==> config.mk <==
export PLATFORM = sky130hd
export DESIGN_NAME = alzette_dec_iter
export DESIGN_NICKNAME = d
export VERILOG_FILES = /design/src/rtl/alzette_dec_iter.sv
export SDC_FILE = /design/constraint.sdc
export NUM_CORES = 1
export LEC_CHECK = 0
export CAP_MARGIN = 25
export CORE_MARGIN = 2
export CORE_UTILIZATION = 41
export DETAILED_ROUTE_END_ITERATION = 7
export GPL_TIMING_DRIVEN = 1
export PLACE_DENSITY = 0.61
export SLEW_MARGIN = 20
export SYNTH_ARGS = -nofsm -noshare
export SYNTH_HDL_FRONTEND = slang
export SYNTH_SLANG_ARGS = --single-unit
export TNS_END_PERCENT = 20
==> constraint.sdc <==
create_clock -name clk -period 9.15 [get_ports clk]
set_input_delay 1.3725 -clock clk [delete_from_list [all_inputs] [get_ports clk]]
set_output_delay 1.3725 -clock clk [all_outputs]
set_load 0.02 [all_outputs]
==> src/rtl/alzette_dec_iter.sv <==
// alzette_dec_iter: iterative Alzette inverse, QPC quarters per cycle, valid/ready on both sides
module alzette_dec_iter #(
    parameter int QPC = 1
) (
    input  logic        clk,
    input  logic        rst,
    input  logic        in_valid,
    output logic        in_ready,
    input  logic [31:0] in_x,
    input  logic [31:0] in_y,
    input  logic [2:0]  in_imm,
    output logic        out_valid,
    input  logic        out_ready,
    output logic [31:0] out_x,
    output logic [31:0] out_y
);

    if (!(QPC == 1 || QPC == 2 || QPC == 4)) begin : g_bad_qpc
        $error("alzette_dec_iter: QPC must be 1, 2 or 4");
    end

    typedef enum logic [1:0] {IDLE, RUN, DONE} state_t;

    localparam logic [31:0] RC [8] = '{
        32'hB7E15162, 32'hBF715880, 32'h38B4DA56, 32'h324E7738,
        32'hBB1185EB, 32'h4F7C7B57, 32'hCFBFA1C8, 32'hC2B3293D
    };

    state_t      state, state_nxt;
    logic [1:0]  qc, qc_nxt;
    logic [31:0] x, y, c, x_nxt, y_nxt;

    function automatic logic [31:0] ror(input logic [31:0] v, input logic [4:0] n);
        return 32'({v, v} >> n);
    endfunction

    // Quarter q undoes encryption round 3-q; rotation pair (a, b) is fixed per quarter.
    function automatic logic [63:0] inv_quarter(input logic [31:0] xi, input logic [31:0] yi,
                                                input logic [31:0] ci, input logic [1:0] q);
        logic [4:0]  a, b;
        logic [31:0] xt, yt;
        a  = q == 2'd0 ? 5'd16 : q == 2'd1 ? 5'd31 : q == 2'd2 ? 5'd17 : 5'd24;
        b  = q == 2'd0 ? 5'd24 : q == 2'd1 ? 5'd0  : q == 2'd2 ? 5'd17 : 5'd31;
        xt = xi ^ ci;
        yt = yi ^ ror(xt, a);
        xt = xt - ror(yt, b);
        return {xt, yt};
    endfunction

    assign in_ready  = state == IDLE;
    assign out_valid = state == DONE;
    assign out_x     = x;
    assign out_y     = y;
    assign qc_nxt    = qc + 2'(QPC);

    // Chain QPC consecutive quarters starting at qc; the 2-bit index wraps naturally.
    always_comb begin
        x_nxt = x;
        y_nxt = y;
        for (int k = 0; k < QPC; k++)
            {x_nxt, y_nxt} = inv_quarter(x_nxt, y_nxt, c, qc + 2'(k));
    end

    // State register.
    always_ff @(posedge clk or posedge rst) begin
        if (rst)
            state <= IDLE;
        else
            state <= state_nxt;
    end

    // Next state: finish RUN once the quarter counter wraps back to zero.
    always_comb begin
        state_nxt = state;
        case (state)
            IDLE:    if (in_valid) state_nxt = RUN;
            RUN:     if (qc_nxt == 2'd0) state_nxt = DONE;
            DONE:    if (out_ready) state_nxt = IDLE;
            default: state_nxt = IDLE;
        endcase
    end

    // Operands are captured only on acceptance and evolve only while running.
    always_ff @(posedge clk or posedge rst) begin
        if (rst) begin
            x  <= '0;
            y  <= '0;
            c  <= '0;
            qc <= '0;
        end else if (state == IDLE && in_valid) begin
            x  <= in_x;
            y  <= in_y;
            c  <= RC[in_imm];
            qc <= '0;
        end else if (state == RUN) begin
            x  <= x_nxt;
            y  <= y_nxt;
            qc <= qc_nxt;
        end
    end

endmodule

Word level (Yosys, flattened, before mapping)
Memory sizes are Yosys's and may differ from the RTL's. A register that Yosys moved wholly into a read port is not among the register bits. Cells that the tools add are included.

Bits in registers: 68. Bits in read-only memories: 256. Input port bits: 71. Memories: 1.

Memories: (name not given) (depth 8, width 32, read ports 1, clocked after Yosys merged registers in 1, write ports 0, RTL line 93) `c <= RC[in_imm];`.

$add $sub $neg: 2. Eq/ne operators: 7. Shift operators: 2. Multiplexer cells: 16. Bitwise gates (word level): 3. Reductions and logical operators: 6.

Operators with widths (number): $mux W32 (4); $shr A64 B5 Y32 (2); $xor A32 B32 Y32 (2); $sub A32 B32 Y32 (1); $mux W4 (4); $mux W2 (5); $mux W5 (2); $logic_not A2 Y1 (3); $pmux W2 S3 (1); $eq A2 B1 Y1 const B (2); $eq A2 B2 Y1 const B (2); $ne A2 B2 Y1 const B (2); $not A3 Y4 (1); $reduce_and A3 Y1 (1); $add A2 B1 Y2 const B (1); $ne A2 B1 Y1 const B (1); $reduce_bool A2 Y1 (1); $logic_and A1 B1 Y1 (1).

Logic depth before layout (Yosys ltp)
Word-level depth: 10. Mapped depth: 27. Mapped depth without buffers: 23.

Least setup slack after synthesis
No wires, ideal clock.

Path kind: register to register. From: register qc[0]. To: register x[30] (netlist: out_x[30]). Setup time: 0.140 ns. Arrival: 5.436 ns. Required time: 9.010 ns. Slack: 3.573 ns. Cell stages (with the launch flop): 25. Clock period less this slack: 5.577 ns. Cells stage by stage: dfrtp_1 -> inv_1 -> ha_1 -> buf_2 -> buf_2 -> buf_2 -> buf_2 -> mux2i_1 -> mux2i_1 -> xnor2_1 -> mux2i_1 -> mux2_2 -> mux2_2 -> mux2_2 -> fa_1 -> nor2b_1 -> o21ai_0 -> a21boi_0 -> o2111ai_1 -> nand4_1 -> a31oi_1 -> nor4_1 -> o211ai_1 -> mux2i_1 -> o2111ai_1.

Cells in the longest elaborated chain, start to end: 10. Elaborated cells on any way between the ends: 15. Those cells by class: add/sub: 1; eq/ne: 2; shift: 2; mux: 8; bitwise: 1; reduce/logical: 1.

RTL lines: start, declared (RTL line 30) `logic [1:0] qc, qc_nxt;`; start signal, assigned (RTL line 98) `qc <= qc_nxt;`; $eq A2 B2 Y1 (RTL line 42, 43); $mux W4 (3 in series) (RTL line 42) `a = q == 2'd0 ? 5'd16 : q == 2'd1 ? 5'd31 : q == 2'd2 ? 5'd17 : 5'd24;`; $shr A64 B5 Y32 (RTL line 34) `return 32'({v, v} >> n);`; $xor A32 B32 Y32 (RTL line 45) `yt = yi ^ ror(xt, a);`; $shr A64 B5 Y32 (*) (RTL line 34); $sub A32 B32 Y32 (*) (RTL line 46) `xt = xt - ror(yt, b);`; $mux W32 (*) (RTL line 95) `end else if (state == RUN) begin`; $mux W32 (*) (RTL line 90) `end else if (state == IDLE && in_valid) begin`; end signal, assigned (RTL line 91) `x <= in_x;`; end signal, assigned (RTL line 96) `x <= x_nxt;`; end, declared (RTL line 31) `logic [31:0] x, y, c, x_nxt, y_nxt;`.

Mark *: on every way between the ends. The rest lies on a longest branch, timed or not. The select of a mux whose other input is x is not followed. A chain may end at the register's enable or synchronous reset.

Worst setup path after layout
Same ends and word-level chain as after synthesis.

==> summary.md <==
| Metric | Value |
|---|---|
| Status | `complete, no violations` |
| Final net count | `1,188` |
| CP most frequent cell | `mux2i_1` |
| Layout cells sized above 1 | `8.29%` |
| Final Util | `50.7%` |
| Setup Buffers After CTS | `0` |
| Synthesis Warnings | `0` |
| Hold Buf Count CTS | `0` |
| Tmin final | `7.08 ns` |
| Crit end category | `flop` |
| Worst-margin pin slew | `0.846 ns` |
| Fmax | `141 MHz` |
| Fin crit share | `77.4%` |
| Setup crit start | `qc[0]` |
| MaxCap Viol Count | `0` |
| Reg2reg end | `out_x[30]` |
| Worst Setup Slack, final | `2.07 ns` |
| Initial Utilization | `41.8%` |
| Netlist cell types | `49` |
| Synthesized area | `9150 sq um` |
| Diodes inserted | `0` |
| DRT Wirelength | `32.1 mm` |
| Clock root buffer | `clkbuf_16` |
| Worst EP required | `9.38 ns` |
| Worst Hold Depth | `2` |
| CTS Sinks | `97` |
| Post-cts sizing count | `0` |
| FF-to-FF path depth | `24` |
| Synth top area cells | `dfrtp_1 (27%), mux2i_1 (14%), mux4_2 (7.9%)` |
| Max-slew headroom | `43.6%` |
| Initial antenna violation count | `0` |
| Hold Crit Start | `c[24]` |
| Critical path buffers and inverters | `3` |
| Gr ovfl total | `0` |
| CTS tree | `built` |
| Die height | `153 um` |
| Setup CP Type | `reg -> reg` |
| Number of flops mapped to enable cells by yosys | `0` |
| Post-route ant nets | `0` |
| Hold WC Path Type | `reg -> reg` |
| Placed Instances | `1,338` |
| Routed vias/inst | `5.98` |
| Reg clk slew, reported paths | `0.07 ns` |
| Share of synthesized flip-flops with an asynchronous set or reset | `100%` |
| Worst slack, placed | `2.16 ns` |
| Slowest-stage cell, CP | `mux4_2` |
| Setup TNS | `0 ns` |
| CTS Buffer Depth | `2` |
| Largest net degree at the start of global routing | `76` |
| Synth top area share | `26.5%` |
| Vias post-DR | `8,096` |
| Clock Skews | `0.0110 ns` |
| Sequential element share of the synthesized area | `26.5%` |
| Placer Congestion | `1.01` |
| Synth Flop Type | `dfrtp_1` |
| Core Region | `21,900 sq um` |
| Critical path, cell by cell | `inv_1 > ha_2 > inv_2 > buf_4 > mux4_2 > mux2i_1 > xnor2_1 > o21ai_0 > nor2_1 > a21oi_1 > mux2i_1 > mux2_2 > ha_1 > fa_1 > nor2b_1 > o21ai_0 > a21boi_0 > o2111ai_1 > nand4_1 > a31oi_1 > nor4_1 > o211ai_1 > mux2i_1 > o2111ai_1` |
| Synth Area per Inst | `9.43 sq um` |
| Worst-Skew Late Latency | `0.37 ns` |
| Crit Reg-Reg Startpoint | `qc[0]` |
| Ports | `137` |
| H-tree depth reported by CTS | `3` |
| CTS Buf Count | `9` |
| Dpl hpwl | `25.4 mm` |
| Net Count, Synth | `1,089` |
| Top delay family on crit path | `compound AO/OA/AOI/OAI gates` |
| Row count | `54` |
| Crit path DAT | `7.31 ns` |
| WHS Endpoint | `c[24]` |
| Die width | `153 um` |
| Crit-path max cell delay | `0.61 ns` |
| Post-synth top cells | `mux2i_1 (128), dfrtp_1 (97), o21ai_0 (93)` |
| Area delta synth->final | `21.5%` |
| Crit start category | `flop` |
| Non-filler cells, final | `1,353` |
| Vias in the first global route | `7,912` |
| Endpoints failing setup | `0` |
| Fin. max-slew vios | `0` |
| Total GRT Usage | `27.0%` |
| Mean routed wirelength per cell | `23.7 um` |
| DRC | `0` |
| Yosys top cell by area | `dfrtp_1` |
| Die Area | `23,500 sq um` |
| IO Port Bufs | `136` |
| First-pass GRT wire length | `49.0 mm` |
| CP max FO | `18` |
| Initial DRC count | `542` |
| RSZ-0062 raised after global routing | `false` |
| Count leader, synth | `mux2i_1` |
| DRT Pass-1 Iters | `5` |
| Post-synthesis register bit count | `97` |
| Worst R2R Setup Slack | `2.07 ns` |
| Fin. Hold Viols | `0` |
| Post-synthesis cell count | `970` |
[how the worst max path moves through the flow]
| stage | slack (ns) | depth (start not counted) | to |
|---|---|---|---|
| after floorplan | 3.57 | 24 | out_x[30] |
| final | 2.07 | 24 | out_x[30] |
| after detailed placement | 2.16 | 24 | out_x[30] |
| after global placement | 2.21 | 24 | out_x[30] |
| after global routing | 1.52 | 24 | out_x[30] |
| after CTS | 2.13 | 24 | out_x[30] |
[layer usage]
layer | GRT usage (%) | wire, um | up-vias
li1 | - | - | 3782
met4 | 7.99 | 872 | 0
met2 | 45.7 | 15600 | 290
met1 | 35.8 | 13900 | 3974
met3 | 4.08 | 1660 | 50
met5 | 0 | 0 | -
[cell type report]
class / instances / area [sq um]
flip-flops and latches: 97 / 2430
repair buffers: 151 / 1470
fillers: 2084 / 10800
multi-input cells: 763 / 6320
well taps: 280 / 350
inverters: 47 / 179
clock buffers: 9 / 225
clock inverters: 6 / 138
[worst min-delay path: stages (launching register included)]
cell and delay (ns):
dfrtp_1 0.36, nand2_1 0.05, o31ai_1 0.05
[registers in the layout, indices dropped and copies added, names as in the netlist]
register,flops
qc,2
out_y,32
state,2
out_x,32
c,29
[metrics by stage]
stage          instance area [sq um]  hold WS (ns)
2_1_floorplan                   9150         0.468
3_3_place_gp                   10700         0.484
3_5_place_dp                   10700         0.491
4_1_cts                        11100         0.507
5_1_grt                        11100         0.532
6_report                       11100         0.499
[kinds of logic (layout without fill, tap and decap cells)]
group,after synthesis,in the layout,synth area share [%]
AO/OA/AOI/OAI,272,272,18.8
XOR/XNOR,91,91,8.80
adder cells (fa/ha/maj),48,48,6.65
buffers and inverters,110,213,4.66
flip-flops,97,97,26.5
multiplexers,182,182,26.1
AND/OR/NAND/NOR,170,170,8.51
[layout by cell type (no fill, tap or decap), types with 7 or more instances in the layout]
cell / n
clkdlybuf4s50_1: 136
mux2i_1: 128
dfrtp_1: 97
o21ai_0: 93
xnor2_1: 73
nand2_1: 64
a21oi_1: 55
nor2_1: 46
a22oi_1: 46
inv_1: 45
ha_1: 44
mux4_2: 32
xor2_1: 17
a221o_1: 17
buf_4: 15
mux2_2: 13
a21o_1: 12
nor2b_1: 10
nor3b_1: 10
nor3_1: 9
mux4_1: 9
a211oi_1: 9
clkbuf_16: 9
a31oi_1: 7
o31ai_1: 7
Power is not shown: default switching activity piles up to over one toggle a cycle in this logic, so the estimate is an artifact.
